--- src/rtl/uart_tx.sv ---
// UART transmitter: valid/ready byte intake into a small FIFO, then one
// start bit, DATA_BITS data bits (LSB first) and one stop bit on tx.
// Optional even parity bit between data and stop: define UART_TX_PARITY_EN.
// rst_n is expected to be released synchronously by the board reset logic.
module uart_tx #(
    parameter int unsigned CLK_DIV    = 10417,
    parameter int unsigned DATA_BITS  = 8,
    parameter int unsigned FIFO_DEPTH = 4
) (
    input  logic                 clk,
    input  logic                 rst_n,
    input  logic                 i_valid,
    input  logic [DATA_BITS-1:0] i_data,
    output logic                 o_ready,
    output logic                 tx,
    output logic                 o_busy,
    output logic                 o_tx_done
);

    localparam int unsigned TW = (CLK_DIV > 2) ? $clog2(CLK_DIV) : 1;
    localparam int unsigned IW = (DATA_BITS > 2) ? $clog2(DATA_BITS) : 1;
    localparam int unsigned PW = $clog2(FIFO_DEPTH);
    localparam int unsigned CW = $clog2(FIFO_DEPTH + 1);

    typedef enum logic [2:0] {
        S_IDLE,
        S_START,
        S_DATA,
        S_PARITY,
        S_STOP
    } state_t;

    state_t               state_q, state_d;
    logic [TW-1:0]        timer_q, timer_d;
    logic [IW-1:0]        idx_q, idx_d;
    logic [DATA_BITS-1:0] shift_q, shift_d;
    logic                 tx_q, tx_d;
    logic                 done_q, done_d;
    logic                 busy_q, busy_d;
    logic [PW-1:0]        rd_ptr_q, rd_ptr_d;
    logic [PW-1:0]        wr_ptr_q, wr_ptr_d;
    logic [CW-1:0]        count_q, count_d;
`ifdef UART_TX_PARITY_EN
    logic                 parity_q, parity_d;
`endif

    logic [DATA_BITS-1:0] mem_q [FIFO_DEPTH];

    logic push;
    logic pop;
    logic fifo_empty;
    logic bit_end;

    // FIFO status; a full FIFO refuses writes even when a pop is pending
    always_comb begin
        o_ready    = (count_q != CW'(FIFO_DEPTH));
        push       = i_valid && o_ready;
        fifo_empty = (count_q == CW'(0));
        bit_end    = (timer_q == TW'(CLK_DIV - 1));
    end

    // Next-state logic for the frame FSM, bit timer and FIFO pointers
    always_comb begin
        state_d  = state_q;
        timer_d  = bit_end ? TW'(0) : TW'(timer_q + TW'(1));
        idx_d    = idx_q;
        shift_d  = shift_q;
        tx_d     = tx_q;
        done_d   = 1'b0;
        pop      = 1'b0;
`ifdef UART_TX_PARITY_EN
        parity_d = parity_q;
`endif

        case (state_q)
            S_IDLE: begin
                tx_d    = 1'b1;
                timer_d = TW'(0);
                pop     = !fifo_empty;
            end
            S_START: begin
                if (bit_end) begin
                    state_d = S_DATA;
                    tx_d    = shift_q[0];
                end
            end
            S_DATA: begin
                if (bit_end) begin
                    if (idx_q == IW'(DATA_BITS - 1)) begin
`ifdef UART_TX_PARITY_EN
                        state_d = S_PARITY;
                        tx_d    = parity_q;
`else
                        state_d = S_STOP;
                        tx_d    = 1'b1;
`endif
                    end else begin
                        shift_d = shift_q >> 1;
                        idx_d   = IW'(idx_q + IW'(1));
                        tx_d    = shift_d[0];
                    end
                end
            end
`ifdef UART_TX_PARITY_EN
            S_PARITY: begin
                if (bit_end) begin
                    state_d = S_STOP;
                    tx_d    = 1'b1;
                end
            end
`endif
            S_STOP: begin
                if (bit_end) begin
                    done_d  = 1'b1;
                    pop     = !fifo_empty;
                    state_d = S_IDLE;
                    tx_d    = 1'b1;
                end
            end
            default: begin
                state_d = S_IDLE;
                tx_d    = 1'b1;
            end
        endcase

        // Loading a new word starts a frame from either IDLE or the end of STOP
        if (pop) begin
            shift_d  = mem_q[rd_ptr_q];
            idx_d    = IW'(0);
            timer_d  = TW'(0);
            state_d  = S_START;
            tx_d     = 1'b0;
`ifdef UART_TX_PARITY_EN
            parity_d = ^mem_q[rd_ptr_q];
`endif
        end

        wr_ptr_d = push ? PW'(wr_ptr_q + PW'(1)) : wr_ptr_q;
        rd_ptr_d = pop ? PW'(rd_ptr_q + PW'(1)) : rd_ptr_q;
        case ({push, pop})
            2'b10:   count_d = CW'(count_q + CW'(1));
            2'b01:   count_d = CW'(count_q - CW'(1));
            default: count_d = count_q;
        endcase

        busy_d = (state_q != S_IDLE) || !fifo_empty;
    end

    // State and output registers
    always_ff @(posedge clk or negedge rst_n) begin
        if (!rst_n) begin
            state_q  <= S_IDLE;
            timer_q  <= '0;
            idx_q    <= '0;
            shift_q  <= '0;
            tx_q     <= 1'b1;
            done_q   <= 1'b0;
            busy_q   <= 1'b0;
            rd_ptr_q <= '0;
            wr_ptr_q <= '0;
            count_q  <= '0;
`ifdef UART_TX_PARITY_EN
            parity_q <= 1'b0;
`endif
        end else begin
            state_q  <= state_d;
            timer_q  <= timer_d;
            idx_q    <= idx_d;
            shift_q  <= shift_d;
            tx_q     <= tx_d;
            done_q   <= done_d;
            busy_q   <= busy_d;
            rd_ptr_q <= rd_ptr_d;
            wr_ptr_q <= wr_ptr_d;
            count_q  <= count_d;
`ifdef UART_TX_PARITY_EN
            parity_q <= parity_d;
`endif
        end
    end

    // FIFO storage; contents are don't-care until written
    always_ff @(posedge clk) begin
        if (push) begin
            mem_q[wr_ptr_q] <= i_data;
        end
    end

    assign tx        = tx_q;
    assign o_busy    = busy_q;
    assign o_tx_done = done_q;

endmodule
--- config.mk ---
export PLATFORM = sky130hd
export DESIGN_NAME = uart_tx
export DESIGN_NICKNAME = d
export VERILOG_FILES = /design/src/rtl/uart_tx.sv
export SDC_FILE = /design/constraint.sdc
export NUM_CORES = 1
export LEC_CHECK = 0
export ABC_CLOCK_PERIOD_IN_PS = 2700
export CORE_MARGIN = 2
export CORE_UTILIZATION = 50
export DETAILED_ROUTE_END_ITERATION = 6
export GPL_ROUTABILITY_DRIVEN = 0
export PLACE_DENSITY = 0.7
export SLEW_MARGIN = 20
export SYNTH_ARGS = -nofsm -noshare
export SYNTH_HDL_FRONTEND = slang
export SYNTH_SLANG_ARGS = --single-unit
--- constraint.sdc ---
create_clock -name clk -period 2.7 [get_ports clk]
set_input_delay 0.27 -clock clk [delete_from_list [all_inputs] [get_ports clk]]
set_output_delay 0.27 -clock clk [all_outputs]
set_load 0.1 [all_outputs]
==> metrics, run 1 <==
Clk pin slew, worst setup/hold paths=0.08 ns; max-cap viol count=0; Tcrit/Tclk final=between 80% and 90%; FMAX=428.1 MHz; finished layout cell area=3681 sq um; # port buffers=14; drt via density=5.585; CP Capture Type=flop; Crit Path Class=reg -> reg; Total Power=0.003272 W; CP Max Fanout=6; vias after detailed routing=1977; GRT overflow=0; initial antenna violation count=0; Layout Cells excl Fill=between 300 and 400; WL final=5568 microns; Post-CTS Setup Inserts=0; met2 Usage GRT=27.63%; Post-DP HPWL=between 3000 and 4000 microns; worst hold-check path type=in -> async; unique cell type count in the Yosys netlist=45; CP Launch Type=flop; Worst EP arrival=2.61 ns; DR DRC count=0; buffers and inverters on the worst path=2; GRT met3 Usage=4.818%; critical path's largest stage delay=roughly 0.44 ns; share of layout cells above drive strength 1=between 15 and 20%; total CTS buffers=9; worst setup margin=0.3640 ns; H-tree levels=3; syn avg cell area=12.75 sq um; status=finished clean; Synth area leaders=edfxtp_1, dfrtp_1, mux4_2, ha_1, nor2_1; slew margin rel.=44.36%; vias in the first global route=1953; CP Cell Sequence=inv_1, ha_1, and3b_1, a41oi_2, nor3_4, ha_1, inv_1, fa_1, xor2_1, nor2_1, xor2_1; largest net degree at the start of global routing=39; GRT Overall Usage=17.31%; Slew Viols, Final=0; Yosys reg bits=70; Synth area leader=edfxtp_1; DP Worst Slack=0.3854 ns; RSZ-0062 raised after global routing=false; most common cell after layout, fill and taps aside=dfrtp_1; cts hold-fix bufs=0; Final Hold Viols=0; Cell Count Post-Placement=338; Gate Count Post-Synth=255; TritonCTS clock tree=yes; Clock Latency Late Sink=~0.35 ns; initial DRC count=123; clk root buf=clkbuf_8; Power Dens Cells=888.9 nW/um^2; slowest CP cell=dfrtp_1; clock sinks=70; Core ar.=roughly 6300 sq um; synth warn=0; GRT busiest layer=met2; post-route clock skew=0.005878 ns; number of fillers in the final layout=537; Top delay family on crit path=adder cells; die height=84.65 microns; # rows=29; Initial Util=51.51%; Antenna Violating Nets Remaining=0; die area=7165 sq um; Critical Path RT=2.97 ns; post-layout minimum cycle time=2.336 ns; Final setup viols=0; Final #Nets=293; Die W=around 85 microns; CTS resizes=0; most frequent cells in the layout=dfrtp_1, edfxtp_1, nor2_1; drt first pass iters=4; CTS Buffer Depth=2; met1 Use GR=22.57%; maximum VDD drop=between 0.5 and 0.6 mV; Area Growth Syn to Fin=13.20%; # diodes=0; leak pwr=1.417 nW; worst slew pin tran=between 0.8 and 0.9 ns; Synth top area share=roughly 30%; setup TNS=0 ns; I/O pin count=15; Post-Syn Area=3252 sq um; area post-placement=3455 sq um; first-pass GRT wire length=about 9500 microns; WL/cell=about 16 microns; Mapped Nets=276; sequential element share of the synthesized area=58.83%
[kinds of logic after synthesis]
logic type,Yosys count,share of synthesized area [%]
mux,10,6.195
flops,70,58.83
buf+inv,29,3.770
compound gates,29,6.426
fa+ha+maj,10,4.079
xor+xnor,18,4.848
simple gates,89,15.85
[power breakdown]
part / total, W / internal, W / switching, W
logic: 0.000748 / 0.000320 / 0.000428
registers: 0.00157 / 0.00137 / 0.000204
clock network: 0.000951 / 0.000533 / 0.000418
total: 0.00327 / 0.00222 / 0.00105
[per-stage QoR]
step / utilization, % / hold slack (ns)
floorplan: - / -0.02559
global placement: 54.72 / 0.4212
detailed placement: 54.72 / 0.4296
CTS: 58.30 / 0.04220
global route: 58.30 / 0.08167
finish: 58.30 / 0.01593
[cell usage after synthesis (all sizes together)]
| cell type | count |
|---|---|
| mux2 | 1 |
| o21ai | 9 |
| a311oi | 1 |
| fa | 1 |
| nor4b | 2 |
| dfstp | 1 |
| xor2 | 8 |
| nand3b | 1 |
| or2 | 1 |
| and4 | 2 |
| nor3 | 13 |
| a41oi | 1 |
| and3 | 4 |
| a2111oi | 1 |
| a211o | 1 |
| nand3 | 9 |
| or3 | 1 |
| xnor2 | 10 |
| dfrtp | 37 |
| nor4 | 9 |
| edfxtp | 32 |
| nor2 | 28 |
| inv | 17 |
| nand4 | 5 |
| ha | 9 |
| buf | 8 |
| mux4 | 8 |
| clkbuf | 4 |
| o32a | 2 |
| and2 | 2 |
| nand2 | 9 |
| a21oi | 6 |
| and3b | 1 |
| or3b | 1 |
| a211oi | 7 |
| nand2b | 1 |
| a31o | 1 |
| mux2i | 1 |
[cell type report]
type / count / area [sq um] / area share, %
timing repair buffer: 18 / 155.1 / 4.215
tap: 77 / 96.34 / 2.617
sequential: 70 / 1913 / 51.97
clock buffer: 9 / 123.9 / 3.365
multi-input combinational: 156 / 1226 / 33.31
clock inverter: 7 / 102.6 / 2.787
inverter: 17 / 63.81 / 1.734
[final timing paths]
kind,slack [ns],startpoint,cells past startpoint,to
setup / recovery,0.36,timer_q[0],11,count_q[2]
hold / removal,0.02,rst_n,1,timer_q[11]
setup reg to reg,0.36,timer_q[0],11,count_q[2]
hold reg to reg,0.53,count_q[0],1,count_q[0]
max in group asynchronous,2.15,rst_n,1,idx_q[0]
min in group clk,0.53,count_q[0],1,count_q[0]
[flip-flops by register name, summed over array words and instances, names as in the netlist]
name and flops:
count_q 3, idx_q 3, mem_q 32, o_busy 1, o_tx_done 1, rd_ptr_q 2, shift_q 8, state_q 3
timer_q 14, tx 1, wr_ptr_q 2
[per-layer routing]
metal,wire (microns),vias up
met2,2801,33
met5,0,-
met1,2493,973
met3,203,8
met4,69,0
li1,-,963
[worst reg2reg max path, stage by stage (launching register included)]
cell and delay (ns):
dfrtp_1 0.44, inv_1 0.08, ha_1 0.13, and3b_1 0.23
a41oi_2 0.18, nor3_4 0.16, ha_1 0.20, inv_1 0.06
fa_1 0.37, xor2_1 0.16, nor2_1 0.11, xor2_1 0.15
Note: power is estimated with default switching activity, not from simulation.
==> inputs of run 2 (changes only) <==
--- a/config.mk
+++ b/config.mk
@@ -8,6 +8,8 @@
 export ABC_CLOCK_PERIOD_IN_PS = 2700
 export CORE_MARGIN = 2
 export CORE_UTILIZATION = 50
+export CTS_CLUSTER_DIAMETER = 80
+export CTS_CLUSTER_SIZE = 16
 export DETAILED_ROUTE_END_ITERATION = 6
 export GPL_ROUTABILITY_DRIVEN = 0
 export PLACE_DENSITY = 0.7
==> results of run 2 <==
No change in the layout: final DEF, timing and power equal those of run 1.
